### src/rtl/mfrc522_card_poller.sv
// MFRC522 card poller: soft-resets and configures the reader, then repeatedly
// sends REQA, polls ComIrqReg and reads the 2-byte ATQA from the FIFO.
module mfrc522_card_poller #(
    parameter int RESET_WAIT_CLKS    = 50000,
    parameter int POLL_INTERVAL_CLKS = 1000000,
    parameter int IRQ_POLL_MAX       = 16
) (
    input  logic        clk,
    input  logic        rst_n,
    input  logic        enable,
    output logic        cmd_valid,
    input  logic        cmd_ready,
    output logic        cmd_is_write,
    output logic [5:0]  cmd_addr,
    output logic [7:0]  cmd_wdata,
    input  logic [7:0]  cmd_rdata,
    input  logic        cmd_done,
    output logic        init_done,
    output logic        busy,
    output logic        poll_done,
    output logic        card_present,
    output logic [15:0] atqa,
    output logic        timeout_err,
    output logic [3:0]  dbg_state
);

    typedef enum logic [3:0] {
        S_RST_CMD  = 4'd0, S_RST_WAIT = 4'd1, S_INIT     = 4'd2, S_WAIT     = 4'd3,
        S_REQ      = 4'd4, S_IRQ_RD   = 4'd5, S_LVL_RD   = 4'd6, S_FIFO_RD0 = 4'd7,
        S_FIFO_RD1 = 4'd8, S_REPORT   = 4'd9
    } state_t;

    // Handshake: fields are registered together with cmd_valid and held until the
    // edge where cmd_valid && cmd_ready; the block then waits for the cmd_done pulse
    // and only issues the next command one cycle after it.
    typedef enum logic [1:0] {PH_ISSUE, PH_ACCEPT, PH_DONE} phase_t;

    localparam logic [31:0] RST_LAST  = 32'(RESET_WAIT_CLKS - 1);
    localparam logic [31:0] POLL_LAST = 32'(POLL_INTERVAL_CLKS - 1);
    localparam logic [15:0] IRQ_LAST  = 16'(IRQ_POLL_MAX);

    state_t      r_state;
    phase_t      r_phase;
    logic [2:0]  r_step;
    logic [31:0] r_cnt;
    logic [15:0] r_irq_cnt;
    logic [15:0] r_shadow;
    logic        r_res_card;
    logic        r_res_timeout;

    logic        w_is_write;
    logic [5:0]  w_addr;
    logic [7:0]  w_wdata;
    logic [15:0] w_irq_next;

    assign dbg_state  = r_state;
    assign w_irq_next = r_irq_cnt + 16'd1;

    always_comb begin
        w_is_write = 1'b0;
        w_addr     = 6'h00;
        w_wdata    = 8'h00;
        case (r_state)
            S_RST_CMD: {w_is_write, w_addr, w_wdata} = {1'b1, 6'h01, 8'h0F};
            S_INIT: begin
                case (r_step)
                    3'd0:    {w_is_write, w_addr, w_wdata} = {1'b1, 6'h2A, 8'h80};
                    3'd1:    {w_is_write, w_addr, w_wdata} = {1'b1, 6'h2B, 8'hA9};
                    3'd2:    {w_is_write, w_addr, w_wdata} = {1'b1, 6'h2C, 8'h03};
                    3'd3:    {w_is_write, w_addr, w_wdata} = {1'b1, 6'h2D, 8'hE8};
                    3'd4:    {w_is_write, w_addr, w_wdata} = {1'b1, 6'h15, 8'h40};
                    3'd5:    {w_is_write, w_addr, w_wdata} = {1'b1, 6'h11, 8'h3D};
                    default: {w_is_write, w_addr, w_wdata} = {1'b1, 6'h14, 8'h83};
                endcase
            end
            S_REQ: begin
                case (r_step)
                    3'd0:    {w_is_write, w_addr, w_wdata} = {1'b1, 6'h01, 8'h00};
                    3'd1:    {w_is_write, w_addr, w_wdata} = {1'b1, 6'h04, 8'h7F};
                    3'd2:    {w_is_write, w_addr, w_wdata} = {1'b1, 6'h0A, 8'h80};
                    3'd3:    {w_is_write, w_addr, w_wdata} = {1'b1, 6'h0D, 8'h07};
                    3'd4:    {w_is_write, w_addr, w_wdata} = {1'b1, 6'h09, 8'h26};
                    3'd5:    {w_is_write, w_addr, w_wdata} = {1'b1, 6'h01, 8'h0C};
                    default: {w_is_write, w_addr, w_wdata} = {1'b1, 6'h0D, 8'h87};
                endcase
            end
            S_IRQ_RD:               w_addr = 6'h04;
            S_LVL_RD:               w_addr = 6'h0A;
            S_FIFO_RD0, S_FIFO_RD1: w_addr = 6'h09;
            default: ;
        endcase
    end

    always_ff @(posedge clk or negedge rst_n) begin
        if (!rst_n) begin
            r_state       <= S_RST_CMD;
            r_phase       <= PH_ISSUE;
            r_step        <= 3'd0;
            r_cnt         <= 32'd0;
            r_irq_cnt     <= 16'd0;
            r_shadow      <= 16'h0000;
            r_res_card    <= 1'b0;
            r_res_timeout <= 1'b0;
            cmd_valid     <= 1'b0;
            cmd_is_write  <= 1'b0;
            cmd_addr      <= 6'h00;
            cmd_wdata     <= 8'h00;
            init_done     <= 1'b0;
            busy          <= 1'b0;
            poll_done     <= 1'b0;
            card_present  <= 1'b0;
            atqa          <= 16'h0000;
            timeout_err   <= 1'b0;
        end else begin
            poll_done   <= 1'b0;
            timeout_err <= 1'b0;
            case (r_state)
                S_RST_WAIT: begin
                    if (r_cnt == RST_LAST) begin
                        r_state <= S_INIT;
                        r_step  <= 3'd0;
                        r_phase <= PH_ISSUE;
                    end else begin
                        r_cnt <= r_cnt + 32'd1;
                    end
                end
                S_WAIT: begin
                    // Interval counter saturates; enable only matters once it has expired.
                    if (r_cnt == POLL_LAST) begin
                        if (enable) begin
                            busy    <= 1'b1;
                            r_state <= S_REQ;
                            r_step  <= 3'd0;
                            r_phase <= PH_ISSUE;
                        end
                    end else begin
                        r_cnt <= r_cnt + 32'd1;
                    end
                end
                S_REPORT: begin
                    card_present <= r_res_card;
                    atqa         <= r_res_card ? r_shadow : 16'h0000;
                    poll_done    <= 1'b1;
                    timeout_err  <= r_res_timeout;
                    busy         <= 1'b0;
                    r_state      <= S_WAIT;
                    r_cnt        <= 32'd0;
                end
                default: begin
                    case (r_phase)
                        PH_ISSUE: begin
                            cmd_valid    <= 1'b1;
                            cmd_is_write <= w_is_write;
                            cmd_addr     <= w_addr;
                            cmd_wdata    <= w_wdata;
                            r_phase      <= PH_ACCEPT;
                        end
                        PH_ACCEPT: begin
                            if (cmd_ready) begin
                                cmd_valid <= 1'b0;
                                r_phase   <= PH_DONE;
                            end
                        end
                        default: begin
                            if (cmd_done) begin
                                r_phase <= PH_ISSUE;
                                case (r_state)
                                    S_RST_CMD: begin
                                        r_state <= S_RST_WAIT;
                                        r_cnt   <= 32'd0;
                                    end
                                    S_INIT: begin
                                        if (r_step == 3'd6) begin
                                            init_done <= 1'b1;
                                            r_state   <= S_WAIT;
                                            r_cnt     <= 32'd0;
                                        end else begin
                                            r_step <= r_step + 3'd1;
                                        end
                                    end
                                    S_REQ: begin
                                        if (r_step == 3'd6) begin
                                            r_state   <= S_IRQ_RD;
                                            r_irq_cnt <= 16'd0;
                                        end else begin
                                            r_step <= r_step + 3'd1;
                                        end
                                    end
                                    S_IRQ_RD: begin
                                        // RxIRq wins even on the final permitted read.
                                        r_irq_cnt <= w_irq_next;
                                        if (cmd_rdata[5]) begin
                                            r_state <= S_LVL_RD;
                                        end else if (cmd_rdata[0]) begin
                                            r_res_card    <= 1'b0;
                                            r_res_timeout <= 1'b0;
                                            r_state       <= S_REPORT;
                                        end else if (w_irq_next == IRQ_LAST) begin
                                            r_res_card    <= 1'b0;
                                            r_res_timeout <= 1'b1;
                                            r_state       <= S_REPORT;
                                        end
                                    end
                                    S_LVL_RD: begin
                                        if (cmd_rdata[6:0] == 7'd2) begin
                                            r_state <= S_FIFO_RD0;
                                        end else begin
                                            r_res_card    <= 1'b0;
                                            r_res_timeout <= 1'b0;
                                            r_state       <= S_REPORT;
                                        end
                                    end
                                    S_FIFO_RD0: begin
                                        r_shadow[7:0] <= cmd_rdata;
                                        r_state       <= S_FIFO_RD1;
                                    end
                                    S_FIFO_RD1: begin
                                        r_shadow[15:8] <= cmd_rdata;
                                        r_res_card     <= 1'b1;
                                        r_res_timeout  <= 1'b0;
                                        r_state        <= S_REPORT;
                                    end
                                    default: ;
                                endcase
                            end
                        end
                    endcase
                end
            endcase
        end
    end

endmodule

### config.mk
export PLATFORM = sky130hd
export DESIGN_NAME = mfrc522_card_poller
export DESIGN_NICKNAME = d
export VERILOG_FILES = /design/src/rtl/mfrc522_card_poller.sv
export SDC_FILE = /design/constraint.sdc
export NUM_CORES = 1
export LEC_CHECK = 0
export ABC_AREA = 1
export BUFFER_PORTS_ARGS = -buffer_cell sky130_fd_sc_hd__buf_2
export CAP_MARGIN = 10
export CORE_UTILIZATION = 35
export CTS_CLUSTER_SIZE = 14
export DETAILED_ROUTE_END_ITERATION = 6
export HOLD_SLACK_MARGIN = 0.05
export SYNTH_ARGS = -nofsm -noshare
export SYNTH_HDL_FRONTEND = slang
export SYNTH_SLANG_ARGS = --single-unit
### constraint.sdc
create_clock -name clk -period 2.7 [get_ports clk]
set_clock_uncertainty 0.15 [all_clocks]
set_input_delay 0.135 -clock clk [delete_from_list [all_inputs] [get_ports clk]]
set_output_delay 0.135 -clock clk [all_outputs]
set_load 0.01 [all_outputs]
==> results of run 1 <==
layer usage:
layer / part of all wire, % / vias up
met3: 3.7 / 14
li1: - / 2887
met5: 0 / -
met2: 43 / 89
met4: 1.2 / 0
met1: 52 / 2623
power breakdown:
| group | switching (mW) | internal [mW] |
|---|---|---|
| clock network | 0.733 | 0.677 |
| registers | 0.459 | 2.08 |
| logic | 1.76 | 0.857 |
per-stage QoR:
stage                     setup WS, ns  instances  hold WS, ns  cell area, um2
after floorplan                  0.838        852       -0.311            6290
after global placement           0.290       1114     -0.00944            6790
after detailed placement         0.292       1114     -0.00786            6790
after CTS                        0.263       1140        0.157            7210
after global routing            0.0559       1140        0.180            7210
final                            0.284       1140        0.136            7210
state kept, by name, summed over array words and instances (netlist names), 2 cells and up:
name / flops
r_irq_cnt: 16
dbg_state: 4
r_shadow: 16
cmd_wdata: 8
atqa: 16
r_step: 3
r_phase: 2
cmd_addr: 6
r_cnt: 32
placed cells by master (no fill, tap or decap), types with 9 or more instances in the layout:
cell type	instances
o21ai_1	20
nor4_1	14
buf_4	9
clkbuf_16	9
inv_1	72
inv_2	9
nor2_1	88
o21ai_0	67
nor3_1	12
xor2_1	17
xnor2_1	11
dfrtp_1	112
nand3_1	51
buf_2	52
nand4_1	15
dlygate4sd3_1	10
nand2_1	276
logic make-up (layout without fill, tap and decap cells):
logic type / Yosys count / in the layout / synth area share (%)
AND/OR/NAND/NOR: 480 / 480 / 32.7
AO/OA/AOI/OAI: 118 / 118 / 10.3
flip-flops: 112 / 112 / 44.5
buffers and inverters: 106 / 169 / 6.92
XOR/XNOR: 28 / 28 / 3.90
adder cells (fa/ha/maj): 8 / 8 / 1.59
worst reg2reg max path: cells and delay by family (launching register included):
kind            cells  cell delay [ns]
buf+inv             2             0.48
compound gates      2             0.36
flops               1             0.55
simple gates        6             0.81
final timing paths:
check,cells after the start,endpoint,slack [ns],from
setup / recovery,10,r_cnt[0],0.28,dbg_state[0]
hold / removal,2,r_cnt[23],0.14,rst_n
setup reg to reg,10,r_cnt[0],0.28,dbg_state[0]
hold reg to reg,2,cmd_wdata[7],0.33,cmd_wdata[7]
max in group asynchronous,3,cmd_wdata[7],1.58,rst_n
min in group clk,4,init_done,0.18,cmd_done
cell type report:
cell class / instances / share of cell area, %
Inverter: 81 / 4.22
Multi-Input combinational cell: 634 / 42.4
Timing Repair Buffer: 72 / 6.21
Sequential cell: 112 / 38.9
Tap cell: 225 / 3.90
Clock buffer: 9 / 3.12
Clock inverter: 7 / 1.30
==> results.md, run 1 <==
* Die area at 0.0185 mm2
* Core Util, Final at 41.4%
* Grt met3 use at between 2 and 3%
* CTS Buffer Depth at 2
* Port-buffer cells at 53
* Antenna violations before repair at 0
* Area Growth Syn to Fin at 14.6%
* Final hold violations at 0
* Post-DR wirelength/cell at approximately 14 um
* Final GP Congestion at 0.928
* Busiest grt layer: met1
* Critical path class: flip-flop to flip-flop
* 1st-pass router iterations at 6
* Commonest cells post-synth: nand2_1, dfrtp_1, nor2_1
* Share of cells above drive strength 1 at 11.6%
* Met2 Resource Use GR at between 20% and 30%
* #FFs+latches synth at 112
* Fmax at 414 MHz
* Die X at ~140 um
* DR iter-0 viols at 340
* Worst-path clk slew at 0.09 ns
* Worst VDD drop at 0.000396 V
* ANT cells at 0
* Final worst-path cycle share at about nine tenths
* CP top delay family: simple AND/OR/NAND/NOR gates
* Area of the multi-input gates at 0.00306 mm2
* Total Power at approximately 6.6 mW
* IO Pins at 54
* Post-Synthesis Cells at 852
* Critical-path cell list: nand2_1 -> inv_2 -> nand2_2 -> nand2_2 -> nor2_1 -> a211oi_2 -> nand3_2 -> inv_2 -> nand3_1 -> o21ai_1
* Crit path max-delay cell type: dfrtp_1
* Final nets at 931
* Syn_nets at 873
* Via/cell ratio at 4.92
* Root Buffer: clkbuf_16
* Mapped Area at 0.00629 mm2
* Leak at 3.54 nW
* Hold-fix buffers, CTS at 10
* Outcome: finished clean
* Worst-margin pin slew at 0.608 ns
* H-tree levels at 3
* Post-synth ARST share at 100%
* Synth cell types at 41
* Critical Path AT at 2.56 ns
* CP Data Required Time at 2.85 ns
* Worst-path maximum fanout at 23
* Vias at 5613
* Vias in the first global route at a little over 5000
* Slew Viols, Final at 0
* Top cell type by total area after synthesis: dfrtp_1
* Ys Warns at 0
* Drt total wl at 15.8 mm
* Unrepaired setup endpoints after global routing: no
* Grt total ovfl at 0
* Top post-synthesis cells by area: dfrtp_1, nand2_1, o21ai_0, nor2_1, inv_1
* Area share of the largest cell type after synthesis at 44.5%
* Post-CTS Setup Bufs at 0
* Clk Latency, worst-skew pair at 0.37 ns
* Post-DP HPWL at between 10 and 15 mm
* CP Launch Type: flip-flop
* Crit path largest cell delay at 0.55 ns
* Avg Cell Area, Syn at 7.39 um2
* CTS resizes at 0
* CTS Buf Count at 9
* Starting Density at 36.1%
* Drt drc at 0
* Top FF cell, synth: dfrtp_1
* Flip-flop and latch area at 0.00280 mm2
* Setup TNS at 0 ns
* GRT Resource Usage Total at 18.0%
* Cell Rows at between 40 and 50
* CTS tree: done
* Tmin final at 2.42 ns
* CORE AREA at between 0.015 and 0.02 mm2
* Buf/Inv on CP at 2
* # setup viols final at 0
* EDFF count, synth at 0
* MaxCap Viol Count at 0
* Remaining antenna violation count at 0
* Hold Path Class: input port to asynchronous set/reset pin
* Max_slew headroom at 59.4%
* CP Capture Type: flip-flop
* Filler cells at 1840
* Count leader, synth: nand2_1
* P per Cell Area at 911 mW/mm2
* GR Util met1 at 27.0%
* Largest net degree at the start of global routing at between 60 and 70
* Register area share after synthesis at 44.5%
* First-pass GRT wire length at 26.3 mm
* Die Y at about 140 um
* Sink Count at 112
Power figures use the tool's default switching activity.
==> inputs of run 2 (changes only) <==
Settings changed: ABC_AREA 1 to unset, CTS_BUF_LIST set to sky130_fd_sc_hd__clkbuf_16.
==> results.md, run 2 <==
* CTS Buf Count at 9 (unchanged)
* Final worst-path cycle share at 92.4% (+3.0 points)
* Internal power at 3.60 mW (-0.47%)
* Drt total wl at 15.3 mm (-2.8%)
* Critical Path Stages at 6 (-4)
* Fin Hold WS at 0.105 ns (-0.0317 ns)
* CP Capture Type: flip-flop
* Die X at 134 um (-1.6%)
* Synth cell types at 68 (+66%)
* Max_slew headroom at 55.1% (-4.3 points)
* Post-DP HPWL at 10.6 mm (-8.9%)
* Worst r2r path cells at 6 (-4)
* MaxCap Viol Count at 0 (unchanged)
* Mapped Area at 0.00610 mm2 (-3.1%)
* Post-Synthesis Cells at 696 (-18%)
* CORE AREA at 0.0168 mm2 (-3.4%)
* CP top delay family: simple AND/OR/NAND/NOR gates
* Syn_nets at 717 (-18%)
* Worst-path clk slew at 0.08 ns (about the same)
* Post-synth ARST share at 100% (unchanged)
* Area share of the largest cell type after synthesis at 46.0% (+1.4 points)
* Critical Path Start: r_cnt[17]
* Post-DR wirelength/cell at 15.6 um (+13%)
* Area Growth Syn to Fin at 17.1%
* Cell Rows at 47 (-2.1%)
* Flip-flop and latch area at 0.00281 mm2 (about the same)
* DR iter-0 viols at 349 (+2.6%)
* Placed Cells at 955 (-14%)
* Register area share after synthesis at 46.0% (+1.4 points)
* Critical Path AT at 2.59 ns (+0.03 ns)
* #FFs+latches synth at 112 (unchanged)
* Finished Cell Area at 0.00714 mm2 (-1.0%)
* Comb pwr share at 40.1% (+0.3 points)
* Avg Cell Area, Syn at 8.76 um2 (+19%)
* # setup viols final at 0 (unchanged)
* Via/cell ratio at 5.44 (+11%)
* Vias in the first global route at 5047 (-2.6%)
* Worst-margin pin slew at 0.673 ns (+0.0649 ns)
* EDFF count, synth at 0 (unchanged)
* Port-buffer cells at 53 (unchanged)
* Critical path class: flip-flop to flip-flop
* Worst-path maximum fanout at 8 (-65%)
* Worst VDD drop at 0.000378 V (-4.5%)
* Vias at 5357 (-4.6%)
* Reg-to-Reg End: dbg_state[0]
* CP Launch Type: flip-flop
* Leak at 3.32 nW (-6.2%)
* Top cell type by total area after synthesis: dfrtp_1
* Top post-synthesis cells by area: dfrtp_1, o21ai_0, nand2_1, nor2_1, nand3_1
* Filler cells at 1684 (-8.5%)
* Setup TNS at 0 ns (unchanged)
* Tmin final at 2.50 ns (+0.0804 ns)
* Placed cell area at 0.00672 mm2 (-1.1%)
* Largest net degree at the start of global routing at 51 (-16%)
* Fmax at 401 MHz (-3.2%)
* Grt total ovfl at 0 (unchanged)
* Top FF cell, synth: dfrtp_1
* H-tree levels at 3 (unchanged)
* Reg with most FFs: r_cnt
* 1st-pass router iterations at 5 (-1)
* Non-filler cells in the finished layout at 984 (-14%)
* Antenna violations before repair at 0 (unchanged)
* CTS tree: done
* Area of the multi-input gates at 0.00305 mm2 (-0.12%)
* Share of cells above drive strength 1 at 19.0% (+7.4 points)
* Switching power at 2.48 mW (-16%)
* Final GP Congestion at 0.834 (-10%)
* Root Buffer: clkbuf_16
* Critical-path cell list: or4b_1 -> nor4_2 -> nor2_1 -> a21oi_2 -> nor3b_4 -> mux2_1
* Switching share of power at 40.8% (-4.1 points)
* Commonest cells post-synth: dfrtp_1, o21ai_0, nand2_1
* Buf/Inv on CP at 0 (-2)
* Count leader, synth: dfrtp_1
* Final hold violations at 0 (unchanged)
* Slew Viols, Final at 0 (unchanged)
* Crit path largest cell delay at 0.54 ns (about the same)
* Clk Latency, worst-skew pair at 0.36 ns (about the same)
* ANT cells at 0 (unchanged)
* Reg-to-Reg Start: r_cnt[17]
* Sequential Power Share at 38.4% (-0.3 points)
* Sink Count at 112 (unchanged)
* Ys Warns at 0 (unchanged)
* Final nets at 780 (-16%)
* Remaining antenna violation count at 0 (unchanged)
* GRT Resource Usage Total at 18.2% (+0.19 points)
* Clk pwr share at 21.5% (about the same)
* Outcome: finished clean
* P per Cell Area at 853 mW/mm2 (-6.4%)
* Drt drc at 0 (unchanged)
* Starting Density at 36.3% (+0.12 points)
* CP Data Required Time at 2.80 ns (-0.05 ns)
* Max reg flops at 32 (unchanged)
* Worst Setup EP: dbg_state[0]
* Most frequent cells in the layout: dfrtp_1, o21ai_0, nand2_1
* Hold Path Class: input port to flip-flop
* Unrepaired setup endpoints after global routing: no
* IO Pins at 54 (unchanged)
* Die area at 0.0180 mm2 (-3.1%)
* Die Y at 134 um (-1.6%)
* FF-to-FF setup slack at 0.20 ns (-0.08 ns)
* First-pass GRT wire length at 26.0 mm (-1.1%)
* Crit path max-delay cell type: or4b_1
* Commonest non-fill, non-tap cell in the layout: dfrtp_1
* CTS Buffer Depth at 2 (unchanged)
==> run 2: metrics by stage <==
stage / power, mW / utilization [%] / setup slack [ns]
5_1_grt: 6.55 / 42.4 / 0.0680
3_5_place_dp: 4.76 / 39.9 / 0.136
4_1_cts: 6.10 / 42.3 / 0.135
3_3_place_gp: 4.75 / 39.9 / 0.205
2_1_floorplan: 3.93 / - / 0.281
6_report: 6.09 / 42.4 / 0.204
==> run 2: layout make-up <==
class,instances,share of cell area (%)
multi-input combinational,523,42.8
sequential,112,39.3
timing repair buffer,100,9.43
tap,220,3.86
clock buffer,9,3.16
clock inverter,7,0.771
inverter,13,0.736
==> run 2: kinds of logic (layout without fill, tap and decap cells) <==
logic type	after synthesis	in the layout	share of synthesized area (%)
AOI/OAI and AO/OA	206	206	20.1
xor gates and xnor gates	3	3	0.431
adders and majority gates	8	8	1.64
buffers and inverters	61	129	4.12
DFF	112	112	46.0
muxes	19	19	3.47
and+or+nand+nor	287	287	24.3
==> run 2: routing by layer <==
metal / share of wire [%] / global-route usage [%] / wire length (um) / vias to the layer above
met5: 0 / 0 / 0 / -
met4: 1.4 / 5.74 / 214 / 0
met3: 4.2 / 4.04 / 638 / 17
met2: 47 / 28.2 / 7190 / 104
met1: 48 / 25.1 / 7280 / 2584
li1: - / - / - / 2652
==> run 2: worst min-delay path: cells and delay by family <==
kind	cells	cell delay (ns)
buffers and inverters	1	0.12
and+or+nand+nor	4	0.33
==> run 2: worst min-delay path by stage <==
stage,from,endpoint,slack [ns],cells past startpoint
3_5_place_dp,rst_n,r_cnt[10],0.07,1
3_3_place_gp,rst_n,r_cnt[10],0.07,1
4_1_cts,enable,busy,0.11,5
6_report,enable,busy,0.10,5
2_1_floorplan,rst_n,atqa[0],-0.31,0
5_1_grt,enable,busy,0.15,5
==> run 2: timing repair <==
action | CTS | global route
hold endpoints to repair | 65 | 0
hold buffers | 11 | 0
setup buffers | 0 | 2
gates resized for setup | 0 | 5
endpoints found under the setup margin | 0 | 17
==> run 2: power by group through the flow <==
| stage | sequential (mW) | combinational, mW | clock, mW |
|---|---|---|---|
| after floorplan | 2.33 | 1.59 | 0 |
| after global placement | 2.37 | 2.38 | 0 |
| after detailed placement | 2.37 | 2.39 | 0 |
| after CTS | 2.34 | 2.41 | 1.35 |
| after global routing | 2.40 | 2.75 | 1.41 |
| final | 2.34 | 2.44 | 1.31 |
